[config.mk]
export PLATFORM = sky130hd
export DESIGN_NAME = ps2_rx_frontend
export DESIGN_NICKNAME = d
export VERILOG_FILES = /design/src/rtl/ps2_rx_frontend.sv
export SDC_FILE = /design/constraint.sdc
export NUM_CORES = 1
export LEC_CHECK = 0
export ABC_AREA = 1
export BUFFER_PORTS_ARGS = -buffer_cell sky130_fd_sc_hd__buf_4
export CELL_PAD_IN_SITES_DETAIL_PLACEMENT = 1
export CELL_PAD_IN_SITES_GLOBAL_PLACEMENT = 2
export CORE_ASPECT_RATIO = 0.7
export CORE_MARGIN = 3
export CORE_UTILIZATION = 36
export DETAILED_ROUTE_END_ITERATION = 8
export PLACE_DENSITY_LB_ADDON = 0.1
export REMOVE_ABC_BUFFERS = 1
export SETUP_SLACK_MARGIN = 0.05
export SYNTH_ARGS = -nofsm -noshare
export SYNTH_HDL_FRONTEND = slang
export SYNTH_SLANG_ARGS = --single-unit
export TNS_END_PERCENT = 50
[constraint.sdc]
create_clock -name clk -period 4.5 [get_ports clk]
set_input_delay 0 -clock clk [delete_from_list [all_inputs] [get_ports clk]]
set_output_delay 0 -clock clk [all_outputs]
set_load 0.05 [all_outputs]
[src/rtl/ps2_rx_frontend.sv]
// ---------------------------------------------------------------------------
// ps2_rx_frontend
//   PS/2 keyboard receive front end. Synchronises the PS/2 clock and data
//   pins, deframes 11-bit frames (start 0, 8 data bits LSB first, odd parity,
//   stop 1) and turns good bytes into make/break key events.
//
// Ports
//   clk        system clock, all logic on posedge
//   rst        synchronous active-high reset
//   PS2_clk    PS/2 clock pin (asynchronous, idle high)
//   PS2_dat    PS/2 data pin (asynchronous, idle high)
//   rx_byte    last good frame data byte
//   rx_valid   1-cycle pulse when rx_byte is updated by a good frame
//   key_code   scan code of the last make/break event
//   key_make   1-cycle pulse: key pressed
//   key_break  1-cycle pulse: key released (byte following F0)
//   err        [0] parity error, [1] framing/timeout error; sticky until a
//              good frame
//   busy       high while a frame is in progress
// ---------------------------------------------------------------------------
module ps2_rx_frontend #(
    parameter int TIMEOUT_CYCLES = 50000,
    parameter int SYNC_STAGES    = 2
) (
    input  logic       clk,
    input  logic       rst,
    input  logic       PS2_clk,
    input  logic       PS2_dat,
    output logic [7:0] rx_byte,
    output logic       rx_valid,
    output logic [7:0] key_code,
    output logic       key_make,
    output logic       key_break,
    output logic [1:0] err,
    output logic       busy
);

    localparam int              TW      = $clog2(TIMEOUT_CYCLES);
    localparam logic [TW-1:0]   TO_LAST = TW'(TIMEOUT_CYCLES - 1);

    typedef enum logic [1:0] {
        IDLE,
        DATA,
        PARITY,
        STOP
    } state_t;

    state_t                 state;
    logic [SYNC_STAGES-1:0] clk_sync;
    logic [SYNC_STAGES-1:0] dat_sync;
    logic                   clk_prev;
    logic [7:0]             shreg;
    logic                   par;
    logic [2:0]             bit_cnt;
    logic [TW-1:0]          tcount;
    logic                   break_pending;

    logic clk_s;
    logic dat_s;
    logic fall;

    assign clk_s = clk_sync[SYNC_STAGES-1];
    assign dat_s = dat_sync[SYNC_STAGES-1];
    assign fall  = clk_prev & ~clk_s;

    // Equal-depth synchronisers keep the data sample aligned with the clock
    // edge that qualifies it. They reset to the idle-high level so leaving
    // reset can never manufacture a falling edge.
    always_ff @(posedge clk) begin
        // NOTE: sequential state uses non-blocking assignments so every
        // register samples pre-edge values, regardless of statement order.
        if (rst) begin
            clk_sync <= '1;
            dat_sync <= '1;
            clk_prev <= 1'b1;
        end else begin
            clk_sync <= {clk_sync[SYNC_STAGES-2:0], PS2_clk};
            dat_sync <= {dat_sync[SYNC_STAGES-2:0], PS2_dat};
            clk_prev <= clk_s;
        end
    end

    always_ff @(posedge clk) begin
        if (rst) begin
            state         <= IDLE;
            shreg         <= '0;
            par           <= 1'b0;
            bit_cnt       <= '0;
            tcount        <= '0;
            break_pending <= 1'b0;
            rx_byte       <= '0;
            rx_valid      <= 1'b0;
            key_code      <= '0;
            key_make      <= 1'b0;
            key_break     <= 1'b0;
            err           <= '0;
            busy          <= 1'b0;
        end else begin
            rx_valid  <= 1'b0;
            key_make  <= 1'b0;
            key_break <= 1'b0;

            if (state != IDLE && tcount == TO_LAST) begin
                // Timeout beats any falling edge seen in the same cycle.
                state   <= IDLE;
                busy    <= 1'b0;
                bit_cnt <= '0;
                tcount  <= '0;
                err[1]  <= 1'b1;
            end else begin
                if (fall || state == IDLE)
                    tcount <= '0;
                else
                    tcount <= tcount + 1'b1;

                if (fall) begin
                    case (state)
                        IDLE: begin
                            // A start sample of 1 is line noise: stay idle.
                            if (!dat_s) begin
                                state   <= DATA;
                                busy    <= 1'b1;
                                bit_cnt <= '0;
                            end
                        end
                        DATA: begin
                            shreg   <= {dat_s, shreg[7:1]};
                            bit_cnt <= bit_cnt + 1'b1;
                            if (bit_cnt == 3'd7)
                                state <= PARITY;
                        end
                        PARITY: begin
                            par   <= dat_s;
                            state <= STOP;
                        end
                        STOP: begin
                            state <= IDLE;
                            busy  <= 1'b0;
                            if (!dat_s) begin
                                err[1] <= 1'b1;
                            end else if (!(^{shreg, par})) begin
                                err[0] <= 1'b1;
                            end else begin
                                rx_byte  <= shreg;
                                rx_valid <= 1'b1;
                                err      <= '0;
                                if (shreg == 8'hF0) begin
                                    break_pending <= 1'b1;
                                end else if (shreg != 8'hE0) begin
                                    key_code      <= shreg;
                                    key_make      <= ~break_pending;
                                    key_break     <= break_pending;
                                    break_pending <= 1'b0;
                                end
                            end
                        end
                        default: state <= IDLE;
                    endcase
                end
            end
        end
    end

endmodule

Word-level counts from Yosys, hierarchy flattened:

Index checks and enable logic that the tools add are counted.

* flip-flop bits (word level): 58
* logic and storage cells: 80
* output and inout bits: 22

* bitwise logic cells: 10
* reductions and logical operators: 24
* add/subtract/negate cells: 2
* mux-type cells: 17
* eq/ne operators: 10

Operators by type and width (count)
* AND reduction 3 bit: 6
* adder 16 x 1 -> 16 bit, second input constant: 1
* == test 16 bit, second input constant: 1
* nonzero test 2 bit: 6
* 2-to-1 mux 1 bit: 9
* inverter 1 bit: 9
* XOR reduction 9 bit: 1
* == test 8 bit, second input constant: 1
* 2-to-1 mux 2 bit: 4
* != test 8 bit, second input constant: 1
* one-hot mux 2 bit (4 select lines): 1
* OR reduction 8 bit: 1
* AND reduction 7 bit: 1
* one-hot mux 3 bit (2 select lines): 1
* AND reduction 6 bit: 1
* AND reduction 5 bit: 1
* OR reduction 5 bit: 1
* == test 2 bit, second input constant: 2
* != test 2 bit, second input constant: 2
* AND reduction 4 bit: 1
* adder 3 x 1 -> 3 bit, second input constant: 1
* == test 3 bit, second input constant: 1
* 2-to-1 mux 3 bit: 1
* != test 3 x 1 -> 1 bit, second input constant: 1
* other kinds (8): 8

Logic depth before layout (Yosys ltp):

* word-level depth: 6
* gate-level depth with buffers: 14

Worst setup path before layout:

No wires, ideal clock.

* path kind: register -> register
* start point: register state[0]
* end point: register key_code[1]
* slack: 2.875 ns
* cell stages (with the launch flop): 14
* required time: 4.391 ns
* buffers on the path: 1
* data arrival time: 1.516 ns
* cell sequence: dfxtp_1 > inv_1 > ha_1 > nor2_1 > nand3_1 > nor2_4 > nand3_4 > nand2_2 > inv_2 > nand3_2 > buf_6 > nand2_2 > inv_2 > nor2_2

* cells in the longest elaborated chain, start to end: 4
* elaborated cells on any way between the ends: 5
* classes of those cells: eq/ne (1); bitwise (1); reduce/logical (3)

RTL lines
* from (decl): line 48 `state_t state;`
* from (signal assigned): line 85 `state <= IDLE;`
* from (signal assigned): line 105 `state <= IDLE;`
* from (signal assigned): line 121 `state <= DATA;`
* nonzero test 2 bit: line 103 `if (state != IDLE && tcount == TO_LAST) begin`
* logical AND 1 bit: line 103
* inverter 1 bit (no source line)
* AND reduction 7 bit (no source line) (*)
* to (signal assigned): line 150 `key_code <= shreg;`
* to (decl): line 31 `output logic [7:0] key_code,`

Every way passes the cells marked *; elsewhere a longest branch is shown, timed or not.
A chain may end at the register's enable or synchronous reset.

Final worst setup path:

* start point: input port rst
* end point: register tcount[9]

* cells in the longest elaborated chain, start to end: 1

RTL lines
* from (decl): line 26 `input logic rst,`
* OR reduction 3 bit (no source line)
* to (signal assigned): line 114 `tcount <= tcount + 1'b1;`
* to (decl): line 55 `logic [TW-1:0] tcount;`

No other way between the ends.

==> flow_summary.toml <==
[outcome]
outcome = "complete, no violations"

[finish]
most-common-layout-cells = "nand2_1 (63), dfxtp_1 (58), inv_1 (37)"
mostFrequentLayoutCell = "nand2_1"
num_antenna_cells = 0
stdcell_area_um2 = 3120
nets = 384
syn2layout_area_growth_pct = 19.9
seqCellArea_um2 = 1160
drive_gt1_frac = 0.228
multiInputGateArea_um2 = 1180
fillers = 844

[setup_path]
cp_cell_sequence = "dlygate4sd3_1 > buf_4 > clkinv_1 > nand4_2 > a21oi_1 > o21a_1"
rr_endpoint = "key_code[1]$_SDFFE_PP0P_"
path_delay_family = "buffers and inverters"
reg2reg_slack_ns = 2.58
critPathKind = "in -> reg"
required_ns = 4.73
critPathBufInv = 3
critPathLaunchType = "input port"
worstPathArrival_ns = 2.15
critical_path.endpoint_type = "flop"
max_stage_delay_ns = 0.65
ff2ff_path_depth = 12
cp_slowest_cell = "nand4_2"
worstPathMaxFanout = 27
worstReg2RegStart = "tcount[0]$_SDFF_PP0_"

[route]
drt-wirelength-per-cell_um = 12.8
drt_wl_total_um = 6060
ant_nets = 0
drtIter0Drc = 92
first_pass_iters = 4
via_per_inst = 4.74
drc_errors = 0
num_vias = 2238

[logic_synthesis]
netlist_area_um2 = 2600
avgSynthCellArea_um2 = 7.65
synth_cells = 340
synth.distinct_cells = 33
async_flop_share = 0
ys_seq_area_frac = 0.446
synth_warnings = 0
ys_seq_elements = 58
synth_edf_count = 0
ys.flop_type = "dfxtp_1"

[floorplanning]
fp.coreArea_um2 = 6880
row_count = 25
die_w_um = 108
initial_core_util = 0.378
die_h_um = 77.1
num_io_pins = 26
dieArea_um2 = 8300

[global_routing]
grt_pass1_wl_um = 10700
grt_use_total = 0.163
grtUsageMet1 = 0.233
top_usage_layer = "met1"
antenna_found_initial = 0
grt_start_max_net_pins = 28
met2_usage = 0.227
grt_pass1_vias = 2277
use_met3 = 0.0538
grt.overflow.total = 0

[worst_hold_path]
hold_path.class = "reg -> reg"
worstHoldPathCells = 1
holdPathEnd = "clk_sync[1]$_SDFF_PP1_"
min-delay-start = "clk_sync[0]$_SDFF_PP1_"

[sta]
post-route-min-period_ns = 1.92
relSlewSlack = 0.492
rsz0062_at_grt = "no"
finalHoldViolations = 0
finalSetupTns_ns = 0
worst_pin_slew_ns = 0.757
maxSlewViolCount = 0
finalCritPeriodShare = 0.428
finClkSkew_ns = 0.00849
finalSetupViolations = 0
clock.fmax_ghz = 0.520

[clocking]
cts.path.max_buffers = 2
clock-root-buffer = "clkbuf_8"
cts_resized = 0
cts.reportedPaths.clkPinSlew_ns = 0.07
cts_tree = "yes"
h-tree-depth = 3
insertion_delay_ns = 0.33
cts_buffers = 9
clock-sinks = 58

[power_and_ir_drop]
power.internal_uw = 850
power_frac_comb = 0.023
ir_drop_v = 0.000184
power_density_nw_per_um2 = 345
seqPwrFrac = 0.480
switching_share = 0.210
p_leak_nw = 1.25
clkPwrFrac = 0.496
p_switching_uw = 226

[job]
cap_violations = 0

[placed_design]
gp_congestion = 0.753
placed_cell_area_um2 = 2850
dp_hpwl_um = 4510
place.port_buffers = 25
==> power by group through the flow <==
stage | logic, mW | registers, mW | clock network, mW
floorplan | 0.0136 | 0.529 | 0
global placement | 0.0220 | 0.529 | 0
detailed placement | 0.0221 | 0.529 | 0
CTS | 0.0255 | 0.517 | 0.551
global route | 0.0285 | 0.517 | 0.575
finish | 0.0252 | 0.517 | 0.534
==> synth_stat cells, types with 7 or more instances <==
library cell,instances,area [um^2]
nand2_2,8,50.1
nand2_1,63,236
nand4_1,10,62.6
inv_2,16,60.1
dfxtp_1,58,1160
a21oi_1,28,140
nor2_2,7,43.8
inv_1,37,139
nand3_1,21,105
nor3_1,7,35.0
o21ai_0,16,80.1
nor2_1,23,86.3
ha_1,7,87.6
==> flip-flops by register name, summed over array words and instances, names as in the netlist <==
register and count:
key_break 1, busy 1, break_pending 1, rx_byte 8
err 2, bit_cnt 3, clk_prev 1, clk_sync 2
dat_sync 2, shreg 8, tcount 16, key_code 8
key_make 1, par 1, state 2, rx_valid 1
==> cell type report <==
class                      count  share of cell area
timing repair buffer          30              0.0762
clock buffer                  11              0.0453
tap                           94              0.0377
sequential                    58               0.372
inverter                      55              0.0662
multi-input combinational    219               0.378
clock inverter                 5              0.0249
==> worst register-to-register path: stages, from the launching register on <==
cell	delay (ns)
dfxtp_1	0.33
ha_1	0.22
nand2_1	0.12
inv_2	0.05
nand2_1	0.12
nor2_2	0.07
nand3_4	0.11
nand2_2	0.06
inv_2	0.21
nand3_2	0.31
nand2_2	0.15
inv_2	0.04
nor2_2	0.08
==> routing by layer <==
layer	vias to the layer above	wire, um
met5	-	0
li1	1156	-
met2	31	2440
met3	5	282
met4	0	58
met1	1046	3280
==> kinds of logic (layout without fill, tap and decap cells) <==
kind of cell,count (synthesis),in the layout,share of synthesized area
AND/OR/NAND/NOR,154,154,0.293
buffers and inverters,63,101,0.101
flip-flops,58,58,0.446
AO/OA/AOI/OAI,52,52,0.106
adder cells (fa/ha/maj),7,7,0.0337
XOR/XNOR,6,6,0.0202
==> how the worst max path moves through the flow <==
stage | from | end | slack (ns) | cells after the start
6_report | rst | tcount[9]$_SDFF_PP0_ | 2.58 | 6
5_1_grt | state[0]$_SDFFE_PP0P_ | key_code[4]$_SDFFE_PP0P_ | 2.29 | 12
4_1_cts | rst | tcount[9]$_SDFF_PP0_ | 2.56 | 6
3_5_place_dp | state[1]$_SDFFE_PP0P_ | key_code[0]$_SDFFE_PP0P_ | 2.57 | 12
3_3_place_gp | state[1]$_SDFFE_PP0P_ | key_code[1]$_SDFFE_PP0P_ | 2.65 | 12
2_1_floorplan | state[0]$_SDFFE_PP0P_ | key_code[0]$_SDFFE_PP0P_ | 2.82 | 12
==> through the flow <==
step / utilization / hold slack (ns) / total power [mW] / setup slack (ns) / std cells
global route: 0.453 / 0.429 / 1.12 / 2.29 / 472
global placement: 0.414 / 0.187 / 0.551 / 2.65 / 451
detailed placement: 0.414 / 0.188 / 0.551 / 2.57 / 451
floorplan: - / 0.0709 / 0.542 / 2.82 / 332
finish: 0.453 / 0.409 / 1.08 / 2.58 / 472
CTS: 0.453 / 0.411 / 1.09 / 2.56 / 472
==> repair_timing <==
action	4_1_cts	5_1_grt
hold endpoints to repair	7	0
setup buffers	0	0
hold buffers	5	0
Power figures use the tool's default switching activity.
